<file path="config.mk">
export PLATFORM = sky130hd
export DESIGN_NAME = if_id_decode
export DESIGN_NICKNAME = d
export VERILOG_FILES = /design/src/rtl/mips_pkg.sv /design/src/rtl/hazard_unit.sv /design/src/rtl/if_id_decode.sv
export SDC_FILE = /design/constraint.sdc
export NUM_CORES = 1
export LEC_CHECK = 0
export ABC_AREA = 1
export BUFFER_PORTS_ARGS = -buffer_cell sky130_fd_sc_hd__buf_2
export CAP_MARGIN = 20
export CORE_MARGIN = 5
export CORE_UTILIZATION = 48
export CTS_CLUSTER_SIZE = 16
export DETAILED_ROUTE_END_ITERATION = 8
export HOLD_SLACK_MARGIN = 0.05
export PLACE_DENSITY = 0.92
export SYNTH_ARGS = -nofsm -noshare
export SYNTH_HDL_FRONTEND = slang
export SYNTH_SLANG_ARGS = --single-unit
export TNS_END_PERCENT = 100
</file>
<file path="constraint.sdc">
create_clock -name clk -period 2.1 [get_ports clk]
set_input_delay 0.21 -clock clk [delete_from_list [all_inputs] [get_ports clk]]
set_output_delay 0.21 -clock clk [all_outputs]
set_load 0.02 [all_outputs]
</file>
<file path="src/rtl/mips_pkg.sv">
// Shared MIPS definitions: opcodes, instruction field positions and the source-operand
// and immediate-signedness classifiers used by the decode stage.
package mips_pkg;

  localparam logic [5:0] OP_RTYPE = 6'h00;
  localparam logic [5:0] OP_BEQ   = 6'h04;
  localparam logic [5:0] OP_BNE   = 6'h05;
  localparam logic [5:0] OP_ANDI  = 6'h0C;
  localparam logic [5:0] OP_ORI   = 6'h0D;
  localparam logic [5:0] OP_XORI  = 6'h0E;
  localparam logic [5:0] OP_LUI   = 6'h0F;
  localparam logic [5:0] OP_SB    = 6'h28;
  localparam logic [5:0] OP_SH    = 6'h29;
  localparam logic [5:0] OP_SW    = 6'h2B;

  localparam int OPCODE_LSB = 26;
  localparam int RS_LSB     = 21;
  localparam int RT_LSB     = 16;
  localparam int RD_LSB     = 11;
  localparam int SHAMT_LSB  = 6;
  localparam int FUNCT_LSB  = 0;
  localparam int IMM_LSB    = 0;

  localparam logic [31:0] NOP_INSTR = 32'h0;

  // Logical immediates zero-extend; ADDIU/SLTIU still sign-extend.
  function automatic logic imm_is_unsigned(input logic [5:0] op);
    return (op == OP_ANDI) || (op == OP_ORI) || (op == OP_XORI) || (op == OP_LUI);
  endfunction

  // rt is a read operand only for R-type, branches and stores.
  function automatic logic uses_rt(input logic [5:0] op);
    return (op == OP_RTYPE) || (op == OP_BEQ) || (op == OP_BNE) ||
           (op == OP_SB) || (op == OP_SH) || (op == OP_SW);
  endfunction

endpackage

</file>
<file path="src/rtl/hazard_unit.sv">
// Load-use hazard detection for the instruction held in ID; purely combinational.
// A taken branch in EX overrides the stall since the ID instruction is being killed anyway.
module hazard_unit
  import mips_pkg::*;
(
  input  logic       id_valid_i,
  input  logic       flush_i,
  input  logic       ex_mem_read_i,
  input  logic [4:0] ex_rt_i,
  input  logic [5:0] opcode_i,
  input  logic [4:0] rs_i,
  input  logic [4:0] rt_i,
  output logic       stall_o,
  output logic       issue_o
);

  logic hazard;

  assign hazard  = id_valid_i && ex_mem_read_i && (ex_rt_i != 5'd0) &&
                   ((ex_rt_i == rs_i) || (uses_rt(opcode_i) && (ex_rt_i == rt_i)));
  assign stall_o = hazard && !flush_i;
  assign issue_o = id_valid_i && !stall_o && !flush_i;

endmodule

</file>
<file path="src/rtl/if_id_decode.sv">
// IF/ID pipeline register and field decoder; fields are slices of the ID register (no added latency).
// A load-use hazard holds ID and stalls IF for one cycle; a flush empties ID and wins over stall.
module if_id_decode
  import mips_pkg::*;
#(
  parameter int          CNT_W    = 32,
  parameter logic [31:0] RESET_PC = 32'h0000_0000
) (
  input  logic             clk,
  input  logic             reset,
  input  logic             if_valid,
  input  logic [31:0]      if_pc,
  input  logic [31:0]      if_instr,
  input  logic             flush,
  input  logic             ex_mem_read,
  input  logic [4:0]       ex_rt,
  output logic             stall,
  output logic             id_issue,
  output logic             id_valid,
  output logic [31:0]      id_pc,
  output logic [31:0]      id_instr,
  output logic [5:0]       opcode,
  output logic [4:0]       rs,
  output logic [4:0]       rt,
  output logic [4:0]       rd,
  output logic [4:0]       shamt,
  output logic [5:0]       funct,
  output logic [15:0]      imm16,
  output logic             imm_unsigned,
  output logic [CNT_W-1:0] stall_cnt
);

  localparam logic [CNT_W-1:0] CNT_ONE = {{(CNT_W-1){1'b0}}, 1'b1};

  logic             id_valid_q, id_valid_d;
  logic [31:0]      id_pc_q, id_pc_d;
  logic [31:0]      id_instr_q, id_instr_d;
  logic [CNT_W-1:0] stall_cnt_q, stall_cnt_d;

  assign id_valid     = id_valid_q;
  assign id_pc        = id_pc_q;
  assign id_instr     = id_instr_q;
  assign stall_cnt    = stall_cnt_q;
  assign opcode       = id_instr_q[OPCODE_LSB +: 6];
  assign rs           = id_instr_q[RS_LSB +: 5];
  assign rt           = id_instr_q[RT_LSB +: 5];
  assign rd           = id_instr_q[RD_LSB +: 5];
  assign shamt        = id_instr_q[SHAMT_LSB +: 5];
  assign funct        = id_instr_q[FUNCT_LSB +: 6];
  assign imm16        = id_instr_q[IMM_LSB +: 16];
  assign imm_unsigned = imm_is_unsigned(opcode);

  hazard_unit u_hazard (
    .id_valid_i    (id_valid_q),
    .flush_i       (flush),
    .ex_mem_read_i (ex_mem_read),
    .ex_rt_i       (ex_rt),
    .opcode_i      (opcode),
    .rs_i          (rs),
    .rt_i          (rt),
    .stall_o       (stall),
    .issue_o       (id_issue)
  );

  always_comb begin
    id_valid_d  = id_valid_q;
    id_pc_d     = id_pc_q;
    id_instr_d  = id_instr_q;
    stall_cnt_d = stall_cnt_q;
    if (flush) begin
      id_valid_d = 1'b0;
      id_instr_d = NOP_INSTR;
    end else if (!stall) begin
      id_valid_d = if_valid;
      id_pc_d    = if_pc;
      id_instr_d = if_valid ? if_instr : NOP_INSTR;
    end
    // Saturate rather than wrap so a long run still reads as "at least this many".
    if (stall && (stall_cnt_q != {CNT_W{1'b1}})) begin
      stall_cnt_d = stall_cnt_q + CNT_ONE;
    end
  end

  always_ff @(posedge clk) begin
    if (reset) begin
      id_valid_q  <= 1'b0;
      id_pc_q     <= RESET_PC;
      id_instr_q  <= NOP_INSTR;
      stall_cnt_q <= '0;
    end else begin
      id_valid_q  <= id_valid_d;
      id_pc_q     <= id_pc_d;
      id_instr_q  <= id_instr_d;
      stall_cnt_q <= stall_cnt_d;
    end
  end

endmodule

</file>
==> results.py, run 1 <==
metrics = {
    "placed_design": {
        "dpl_cell_area_sq_um": 6000,
        "io_buffers": 221,
        "gp_congestion": 0.971,
        "placed_cells": 1055,
        "hpwl_um": 11500,
    },
    "logic_synthesis": {
        "synthCells": 769,
        "synth_nets": 844,
        "syn_area_sq_um": 5140,
        "yosys-top-cells-area": "dfxtp_1 (38%), nand2_1 (15%), nor2_1 (9.6%), buf_4 (7.0%), a21oi_1 (6.1%)",
        "synth_top_area_share_pct": 37.8,
        "ys_seq_area_share_pct": 37.8,
        "ys_types": 30,
        "synth_top_area_cell": "dfxtp_1",
        "ys_ff_latch": 97,
        "ys_warn_count": 0,
        "avgSynthCellArea_sq_um": 6.69,
    },
    "worst_setup_path": {
        "critPathArrivalTime_ns": 1.75,
        "critPathCapture": "stall",
        "crit_start": "id_instr[16]",
        "rrSetupSlack_ns": 0.28,
        "path_max_fanout": 10,
        "required_ns": 1.89,
        "r2r_end": "id_pc[26]",
        "worstSetupEndpointType": "output port",
        "timing.rr.start": "id_instr[16]",
        "r2r_cells": 11,
        "startpoint_type": "flip-flop",
        "path_class": "flip-flop to output port",
    },
    "min_path": {
        "min_path_cells": 3,
        "holdCritPathClass": "input pin to flip-flop",
    },
    "sta": {
        "worst_pin_slew_ns": 0.628,
        "setup_tns_ns": 0,
        "maxSlewViolCount": 0,
        "fmaxAchievable_mhz": 510,
        "relSlewSlack_pct": 58.1,
        "hold_viol": 0,
        "fin_crit_ns": 1.96,
        "finalSetupViolations": 0,
        "skew_ns": 0.0157,
        "finalCritPeriodShare_pct": 93.4,
    },
    "clock_tree": {
        "cts_tree": "built",
        "clock-sinks": 97,
        "clockRootBuffer": "clkbuf_8",
        "cts_buffers": 9,
        "clk_pin_slew_ns": 0.11,
        "clock_path_buffers": 2,
        "htree_levels": 3,
        "clk_latency_ns": 0.36,
    },
    "global_route": {
        "grt_pass1_wl_um": 24800,
        "grt_pass1_vias": 5198,
        "grt_max_degree": 34,
        "grt_usage_pct": 23.0,
        "antenna_found_initial": 2,
        "grt-ovfl-total": 0,
    },
    "floorplanning": {
        "die_area_sq_um": 12900,
        "start_util_pct": 49.6,
        "die_y_um": 114,
        "rows": 37,
        "core_sq_um": 10400,
        "ios": 222,
        "die_x_um": 114,
    },
    "route": {
        "route.detailed.drc": 2,
        "ant_nets": 0,
        "avgRoutedWirePerCell_um": 14.3,
        "drt-total-wl_um": 15400,
        "firstDrtPassIters": 7,
        "viasPerCell": 5.22,
        "vias": 5624,
        "drtIter0Drc": 313,
    },
    "status": {
        "violations": "design-rule violations",
        "outcome": "finished, violations left",
    },
    "power_and_ir_drop": {
        "leakagePower_nw": 2.96,
        "power.density_nw_per_um2": 571,
        "ir_worst_vdd_uv": 408,
        "p_total_mw": 3.58,
    },
    "layout": {
        "fin_area_sq_um": 6270,
        "drive_gt1_share_pct": 30.1,
        "nets": 1012,
        "diodes": 0,
        "final_cell_count_no_fill": 1078,
        "fin_util_pct": 60.4,
        "area_growth_pct": 21.9,
    },
    "flow_run": {
        "maxCapViolations": 0,
    },
}
==> area by class of cell <==
class	count	area [sq um]
Tap cell	136	170
Clock buffer	9	124
Inverter	41	161
Multi-Input combinational cell	546	2500
Timing Repair Buffer	242	1290
Clock inverter	7	62.6
Fill cell	998	4100
Sequential cell	97	1960
==> sequential cells by signal, indices dropped and copies added (netlist names) <==
signal,count
id_instr,32
id_pc,32
id_valid,1
stall_cnt,32
==> worst max-delay path: stages (launching register included) <==
cell and delay, ns:
dfxtp_4 0.39, inv_1 0.04, nand2_1 0.05, nand2_1 0.05, nor2_1 0.11, nand3_2 0.11, o21ai_2 0.18, nand3_2 0.14
clkinv_4 0.12, buf_2 0.18
==> kinds of logic after synthesis <==
kind of cell / after synthesis / share of synthesized area (%)
simple gates: 429 / 35.4
buf+inv: 126 / 13.8
compound gates: 99 / 9.83
flops: 97 / 37.8
xor+xnor: 17 / 2.90
fa+ha+maj: 1 / 0.243
==> power breakdown <==
part | internal [mW] | leakage, nW | switching [mW]
logic | 0.169 | 2.06 | 0.300
clock network | 0.457 | 0.0976 | 0.708
registers | 1.90 | 0.796 | 0.0446
==> per-layer routing <==
metal,GRT usage [%],share of wire (%)
met5,0,0.091
met4,6.41,1.8
met3,6.95,9.6
met2,38.4,48
met1,28.8,41
==> cell usage in the layout (no fill, tap or decap), types with 4 or more instances in the layout <==
cell,netlist,layout
nand3_1,42,41
o21ai_1,7,7
buf_2,9,220
nor3_1,7,7
xor2_1,12,12
buf_4,48,20
nand4_1,34,34
o21ai_0,26,26
dfxtp_2,0,5
xnor2_1,5,5
nor2_1,131,128
inv_2,6,5
a21oi_1,63,63
dfxtp_1,97,90
nor2_2,2,5
clkbuf_8,0,9
inv_1,33,33
nand2_1,199,199
nand3b_1,9,9
clkinv_4,0,4
==> what timing repair did <==
| action | CTS | global route |
|---|---|---|
| endpoints found under the setup margin | 1 | 4 |
| resized for setup | 2 | 15 |
| setup buffers | 0 | 7 |
| pin swaps | 0 | 4 |
| hold buffers | 0 | 0 |
==> Yosys cell counts <==
| cell type | n |
|---|---|
| o21ai_0 | 26 |
| nor2_2 | 2 |
| nor3_1 | 7 |
| inv_1 | 33 |
| nand3_1 | 42 |
| buf_4 | 48 |
| xnor2_1 | 5 |
| o21ai_1 | 7 |
| nor4_1 | 1 |
| nand2_2 | 1 |
| ha_1 | 1 |
| buf_2 | 9 |
| nand4_2 | 1 |
| dfxtp_1 | 97 |
| o21ai_2 | 2 |
| nand3b_1 | 9 |
| nand3_2 | 1 |
| buf_6 | 6 |
| nor2_1 | 131 |
| clkinv_1 | 1 |
| clkbuf_1 | 18 |
| a21oi_1 | 63 |
| a21boi_0 | 1 |
| nand4_1 | 34 |
| buf_1 | 4 |
| nand2_1 | 199 |
| xor2_1 | 12 |
| inv_2 | 6 |
| nor2_4 | 1 |
| clkinv_2 | 1 |
==> metrics by stage <==
| step | setup WS, ns | hold WS (ns) |
|---|---|---|
| after global routing | -0.0203 | 0.0756 |
| after CTS | 0.0522 | 0.0671 |
| after floorplan | 0.181 | 0.358 |
| after detailed placement | 0.284 | 0.460 |
| after global placement | 0.329 | 0.449 |
| final | 0.138 | 0.0909 |
==> worst min-delay path by stage <==
| stage | start | endpoint | slack (ns) |
|---|---|---|---|
| 6_report | if_pc[6] | id_pc[6] | 0.09 |
| 5_1_grt | if_pc[6] | id_pc[6] | 0.08 |
| 4_1_cts | if_pc[6] | id_pc[6] | 0.07 |
| 3_5_place_dp | if_pc[6] | id_pc[6] | 0.46 |
| 3_3_place_gp | if_pc[7] | id_pc[7] | 0.45 |
| 2_1_floorplan | if_pc[3] | id_pc[3] | 0.36 |
No activity file was read; power rests on OpenSTA's default activity.
==> run 2, diff against run 1 <==
Settings changed: ABC_AREA 1 to unset, CORE_UTILIZATION 48 to 47, RECOVER_POWER set to 25.
==> results.py, run 2 <==
metrics = {
    "sta": {
        "relSlewSlack_pct": 57.3,
        "skew_ns": 0.0167,
        "finalCritPeriodShare_pct": 98.1,
        "worst_pin_slew_ns": 0.640,
        "finalSetupViolations": 0,
        "holdWs_ns": 0.0748,
        "setup_ws_ns": 0.0389,
        "fin_crit_ns": 2.06,
        "hold_viol": 0,
        "setup_tns_ns": 0,
        "rsz0062_at_grt": "yes",
        "fmaxAchievable_mhz": 485,
        "maxSlewViolCount": 0,
    },
    "floorplanning": {
        "core_sq_um": 9730,
        "start_util_pct": 47.9,
        "die_y_um": 110,
        "rows": 36,
        "die_x_um": 110,
        "ios": 222,
        "die_area_sq_um": 12000,
    },
    "layout": {
        "drive_gt1_share_pct": 36.2,
        "fin_util_pct": 62.1,
        "nets": 821,
        "layout_commonest_cell": "buf_2",
        "layout_common_cells": "buf_2 (161), dfxtp_1 (91), clkbuf_1 (60), a21oi_1 (56), buf_4 (54)",
        "diodes": 0,
        "area_growth_pct": 29.7,
    },
    "logic_synthesis": {
        "yosys-top-cells-count": "dfxtp_1 (97), a21oi_1 (58), buf_4 (51)",
        "synth_top_area_share_pct": 41.7,
        "yosys.cell_count.top_type": "dfxtp_1",
        "synth_edf_count": 0,
        "syn_area_sq_um": 4660,
        "ys_seq_area_share_pct": 41.7,
        "synth_top_flop_cell": "dfxtp_1",
        "ys_warn_count": 0,
        "async_flop_share_pct": 0,
        "ys_types": 49,
        "synth_nets": 609,
        "synth_top_area_cell": "dfxtp_1",
        "ys_ff_latch": 97,
        "synthCells": 534,
        "avgSynthCellArea_sq_um": 8.72,
        "yosys-top-cells-area": "dfxtp_1 (42%), buf_4 (8.2%), mux2i_1 (7.1%), a21oi_1 (6.2%), nand3_1 (4.8%)",
    },
    "power_and_ir_drop": {
        "p_comb_share_pct": 12.7,
        "power.density_nw_per_um2": 577,
        "swShare_pct": 28.3,
        "p_switching_mw": 0.985,
        "seqPwrFrac_pct": 55.4,
        "internal_power_mw": 2.50,
        "clockPowerShare_pct": 31.9,
        "ir_worst_vdd_uv": 346,
        "leakagePower_nw": 2.76,
    },
    "global_route": {
        "grt_pass1_vias": 4388,
        "antenna_found_initial": 0,
        "grt_max_degree": 48,
        "grt_pass1_wl_um": 20800,
        "grt_usage_pct": 21.6,
        "grt-ovfl-total": 0,
    },
    "clock_tree": {
        "clk_latency_ns": 0.37,
        "cts_buffers": 9,
        "htree_levels": 3,
        "clk_pin_slew_ns": 0.10,
        "cts_tree": "built",
        "clock_path_buffers": 2,
        "clock-sinks": 97,
        "clockRootBuffer": "clkbuf_8",
    },
    "route": {
        "drt-total-wl_um": 14100,
        "avgRoutedWirePerCell_um": 15.9,
        "drtIter0Drc": 377,
        "ant_nets": 0,
        "vias": 4723,
        "firstDrtPassIters": 5,
        "viasPerCell": 5.34,
        "route.detailed.drc": 0,
    },
    "placed_design": {
        "pre_cts_ws_ns": -0.0206,
        "io_buffers": 221,
        "gp_congestion": 0.786,
        "hpwl_um": 10400,
    },
    "worst_setup_path": {
        "critPathArrivalTime_ns": 1.85,
        "startpoint_type": "flip-flop",
        "path_class": "flip-flop to output port",
        "path_max_fanout": 4,
        "required_ns": 1.89,
        "worstSetupEndpointType": "output port",
    },
    "min_path": {
        "holdCritPathClass": "input pin to flip-flop",
    },
    "flow_run": {
        "maxCapViolations": 0,
    },
    "status": {
        "outcome": "finished clean",
    },
}
run 2: cell count changes after synthesis, moves of 14 or more:
cell     change
inv_1       -28
mux2i_1     +33
nand2_1    -155
nand4_1     -22
nor2_1      -86
o21ai_0     -14
or3_1       +21
run 2: final timing paths:
kind / start / to / slack [ns] / cells after the start
hold / removal: if_pc[20] / id_pc[20] / 0.07 / 3
hold reg to reg: id_instr[4] / id_instr[4] / 0.49 / 2
setup reg to reg: stall_cnt[17] / stall_cnt[11] / 0.07 / 8
setup / recovery: id_instr[20] / stall / 0.04 / 6
run 2: metal layers:
metal  global-route usage (%)  part of all wire (%)  vias to the layer above
li1                         -                     -                     2252
met1                     25.5                    38                     2202
met2                     37.3                    50                      244
met3                     6.99                    10                       25
met4                     6.41                   1.9                        0
met5                        0                     0                        -
run 2: power groups by stage:
stage | Clock, mW | Combinational (mW) | Sequential [mW]
4_1_cts | 1.13 | 0.449 | 1.93
2_1_floorplan | 0 | 0.224 | 2.03
5_1_grt | 1.23 | 0.482 | 1.94
6_report | 1.11 | 0.443 | 1.93
3_3_place_gp | 0 | 0.436 | 1.97
3_5_place_dp | 0 | 0.446 | 1.97
run 2: cell type report:
cell class | instances | area [sq um]
clock buffers | 10 | 128
fillers | 879 | 3690
repair buffers | 282 | 1560
clock inverters | 6 | 43.8
flip-flops and latches | 97 | 1950
multi-input cells | 351 | 2170
well taps | 133 | 166
inverters | 5 | 18.8
run 2: repair_timing:
| action | in CTS | in global routing |
|---|---|---|
| hold buffers | 0 | 0 |
| pin swaps | 1 | 10 |
| resized for setup | 6 | 20 |
| hold endpoints to repair | 0 | 0 |
| setup endpoints to repair | 19 | 30 |
| gates cloned | 0 | 1 |
| setup buffers | 1 | 10 |
run 2: logic make-up (layout without fill, tap and decap cells):
logic type	Yosys count	after routing	share of synthesized area [%]
fa+ha+maj	1	1	0.269
flops	97	97	41.7
xor+xnor	11	11	2.07
mux	35	35	7.58
simple gates	207	207	22.7
compound gates	96	97	12.4
buf+inv	87	303	13.3
run 2: worst max-delay path, cell delays in order (launching register included):
cell and delay [ns]:
dfxtp_1 0.42, xor2_1 0.31, nor3_1 0.08, and3_4 0.22
buf_6 0.12, o21a_1 0.20, buf_6 0.14
run 2: per-stage QoR:
step	cells	total power, mW	instance area [sq um]
after floorplan	534	2.26	4660
after global placement	856	2.40	5750
after detailed placement	856	2.42	5750
after CTS	873	3.51	5950
after global routing	884	3.65	6040
final	884	3.48	6040
==> run 3, diff against run 2 <==
Settings changed: RECOVER_POWER 25 to unset.
==> results.py, run 3 (synthesis gave the netlist of run 2 again) <==
metrics = {
    "clock_tree": {
        "clk_pin_slew_ns": 0.10,
        "htree_levels": 3,
        "clock-sinks": 97,
        "clk_latency_ns": 0.37,
        "cts_tree": "built",
        "cts_buffers": 9,
        "clockRootBuffer": "clkbuf_8",
        "clock_path_buffers": 2,
    },
    "worst_setup_path": {
        "path_class": "flip-flop to output port",
        "r2r_cells": 7,
        "slowest_stage": "dfxtp_1",
        "path_max_fanout": 4,
        "crit_chain": "xor2_1, nor3_1, and3_4, buf_6, o21a_1, buf_6",
        "critPathArrivalTime_ns": 1.85,
        "rrSetupSlack_ns": 0.08,
        "required_ns": 1.89,
        "r2r_end": "stall_cnt[26]",
        "worstSetupEndpointType": "output port",
        "crit_top_cell": "buf_6",
        "timing.rr.start": "stall_cnt[17]",
        "startpoint_type": "flip-flop",
        "max_stage_delay_ns": 0.42,
    },
    "placed_design": {
        "dpl_cell_area_sq_um": 5750,
        "pre_cts_ws_ns": -0.0206,
        "io_buffers": 221,
        "gp_congestion": 0.786,
        "hpwl_um": 10400,
    },
    "sta": {
        "finalSetupViolations": 0,
        "setup_tns_ns": 0,
        "relSlewSlack_pct": 57.5,
        "fin_crit_ns": 2.06,
        "finalCritPeriodShare_pct": 98.3,
        "hold_viol": 0,
        "fmaxAchievable_mhz": 484,
        "skew_ns": 0.0163,
        "rsz0062_at_grt": "yes",
        "setup_ws_ns": 0.0357,
        "maxSlewViolCount": 0,
        "worst_pin_slew_ns": 0.637,
    },
    "power_and_ir_drop": {
        "ir_worst_vdd_uv": 345,
        "power.density_nw_per_um2": 572,
        "internal_power_mw": 2.51,
        "seqPwrFrac_pct": 55.2,
        "leakagePower_nw": 3.00,
        "swShare_pct": 28.1,
        "p_switching_mw": 0.982,
        "p_total_mw": 3.49,
        "clockPowerShare_pct": 31.7,
        "p_comb_share_pct": 13.1,
    },
    "layout": {
        "fin_area_sq_um": 6110,
        "layout_commonest_cell": "buf_2",
        "nets": 821,
        "register_area_sq_um": 1950,
        "nFillCells": 842,
        "diodes": 0,
        "multiInputGateArea_sq_um": 2170,
        "area_growth_pct": 31.3,
        "drive_gt1_share_pct": 44.1,
        "fin_util_pct": 62.8,
        "layout_common_cells": "buf_2 (220), dfxtp_1 (91), a21oi_1 (56), buf_4 (54), nor2_1 (45)",
    },
    "route": {
        "firstDrtPassIters": 8,
        "drtIter0Drc": 378,
        "ant_nets": 0,
        "route.detailed.drc": 0,
        "top_layer": "met4",
        "met3_wirelength_um": 1460,
        "wl_met2_um": 7000,
        "avgRoutedWirePerCell_um": 15.9,
        "viasPerCell": 5.36,
        "vias": 4741,
        "drt-total-wl_um": 14000,
        "wl_met1_um": 5340,
    },
    "global_route": {
        "grt-ovfl-total": 0,
        "grt_pass1_vias": 4388,
        "antenna_found_initial": 0,
        "grt_usage_pct": 21.6,
        "grt_max_degree": 48,
        "grt_pass1_wl_um": 20800,
    },
    "flow_run": {
        "maxCapViolations": 0,
    },
    "floorplanning": {
        "ios": 222,
        "die_x_um": 110,
        "die_y_um": 110,
        "start_util_pct": 47.9,
        "die_area_sq_um": 12000,
        "core_sq_um": 9730,
        "rows": 36,
    },
    "min_path": {
        "worstHoldStart": "if_pc[20]",
        "holdCritPathClass": "input pin to flip-flop",
        "min_path_cells": 3,
        "hold_end": "id_pc[20]",
    },
    "status": {
        "outcome": "finished clean",
    },
}
[run 3: changes by cell type in the layout (fill, tap and decap cells not counted), sizes merged]
| cell | delta |
|---|---|
| buf | +59 |
| clkbuf | -59 |
[run 3: worst max-delay path, delay by kind of cell, from the launching register on]
kind	cells	cell delay, ns
and+or+nand+nor	2	0.30
DFF	1	0.42
buffers and inverters	2	0.26
xor gates and xnor gates	1	0.31
AOI/OAI and AO/OA	1	0.20
[run 3: timing repair]
action | in CTS | in global routing
hold buffers | 0 | 0
pin swaps | 1 | 10
setup buffers | 1 | 10
gates cloned | 0 | 1
gates resized for setup | 6 | 20
endpoints found under the setup margin | 19 | 30
[run 3: area by class of cell]
cell class                      instances  area share, %
Sequential cell                        97           31.9
Clock buffer                           10           2.09
Clock inverter                          6          0.716
Inverter                                5          0.307
Tap cell                              133           2.72
Multi-Input combinational cell        351           35.6
Timing Repair Buffer                  282           26.7
[run 3: how the worst max path moves through the flow]
stage / from / endpoint / slack (ns) / cells after the start
2_1_floorplan: stall_cnt[14] / stall_cnt[1] / 0.03 / 9
3_3_place_gp: id_instr[26] / stall_cnt[6] / 0.06 / 8
3_5_place_dp: id_instr[26] / stall_cnt[21] / -0.02 / 8
4_1_cts: id_instr[26] / stall / -0.005 / 7
5_1_grt: stall_cnt[17] / stall_cnt[21] / -0.04 / 8
6_report: id_instr[20] / stall / 0.04 / 6
[run 3: power by group through the flow]
stage          combinational [mW]  clock (mW)  sequential [mW]
3_3_place_gp                0.436           0             1.97
5_1_grt                     0.496        1.23             1.94
2_1_floorplan               0.224           0             2.03
6_report                    0.457        1.11             1.93
4_1_cts                     0.449        1.13             1.93
3_5_place_dp                0.446           0             1.97
[run 3: stage by stage]
| stage | hold WS (ns) | cells |
|---|---|---|
| 2_1_floorplan | 0.354 | 534 |
| 3_5_place_dp | 0.447 | 856 |
| 4_1_cts | 0.0648 | 873 |
| 5_1_grt | 0.0681 | 884 |
| 6_report | 0.0733 | 884 |
| 3_3_place_gp | 0.437 | 856 |
[run 3: routing by layer]
metal	global-route usage, %	vias to the layer above
met4	6.41	0
met2	37.3	227
li1	-	2250
met5	0	-
met3	6.99	25
met1	25.5	2239
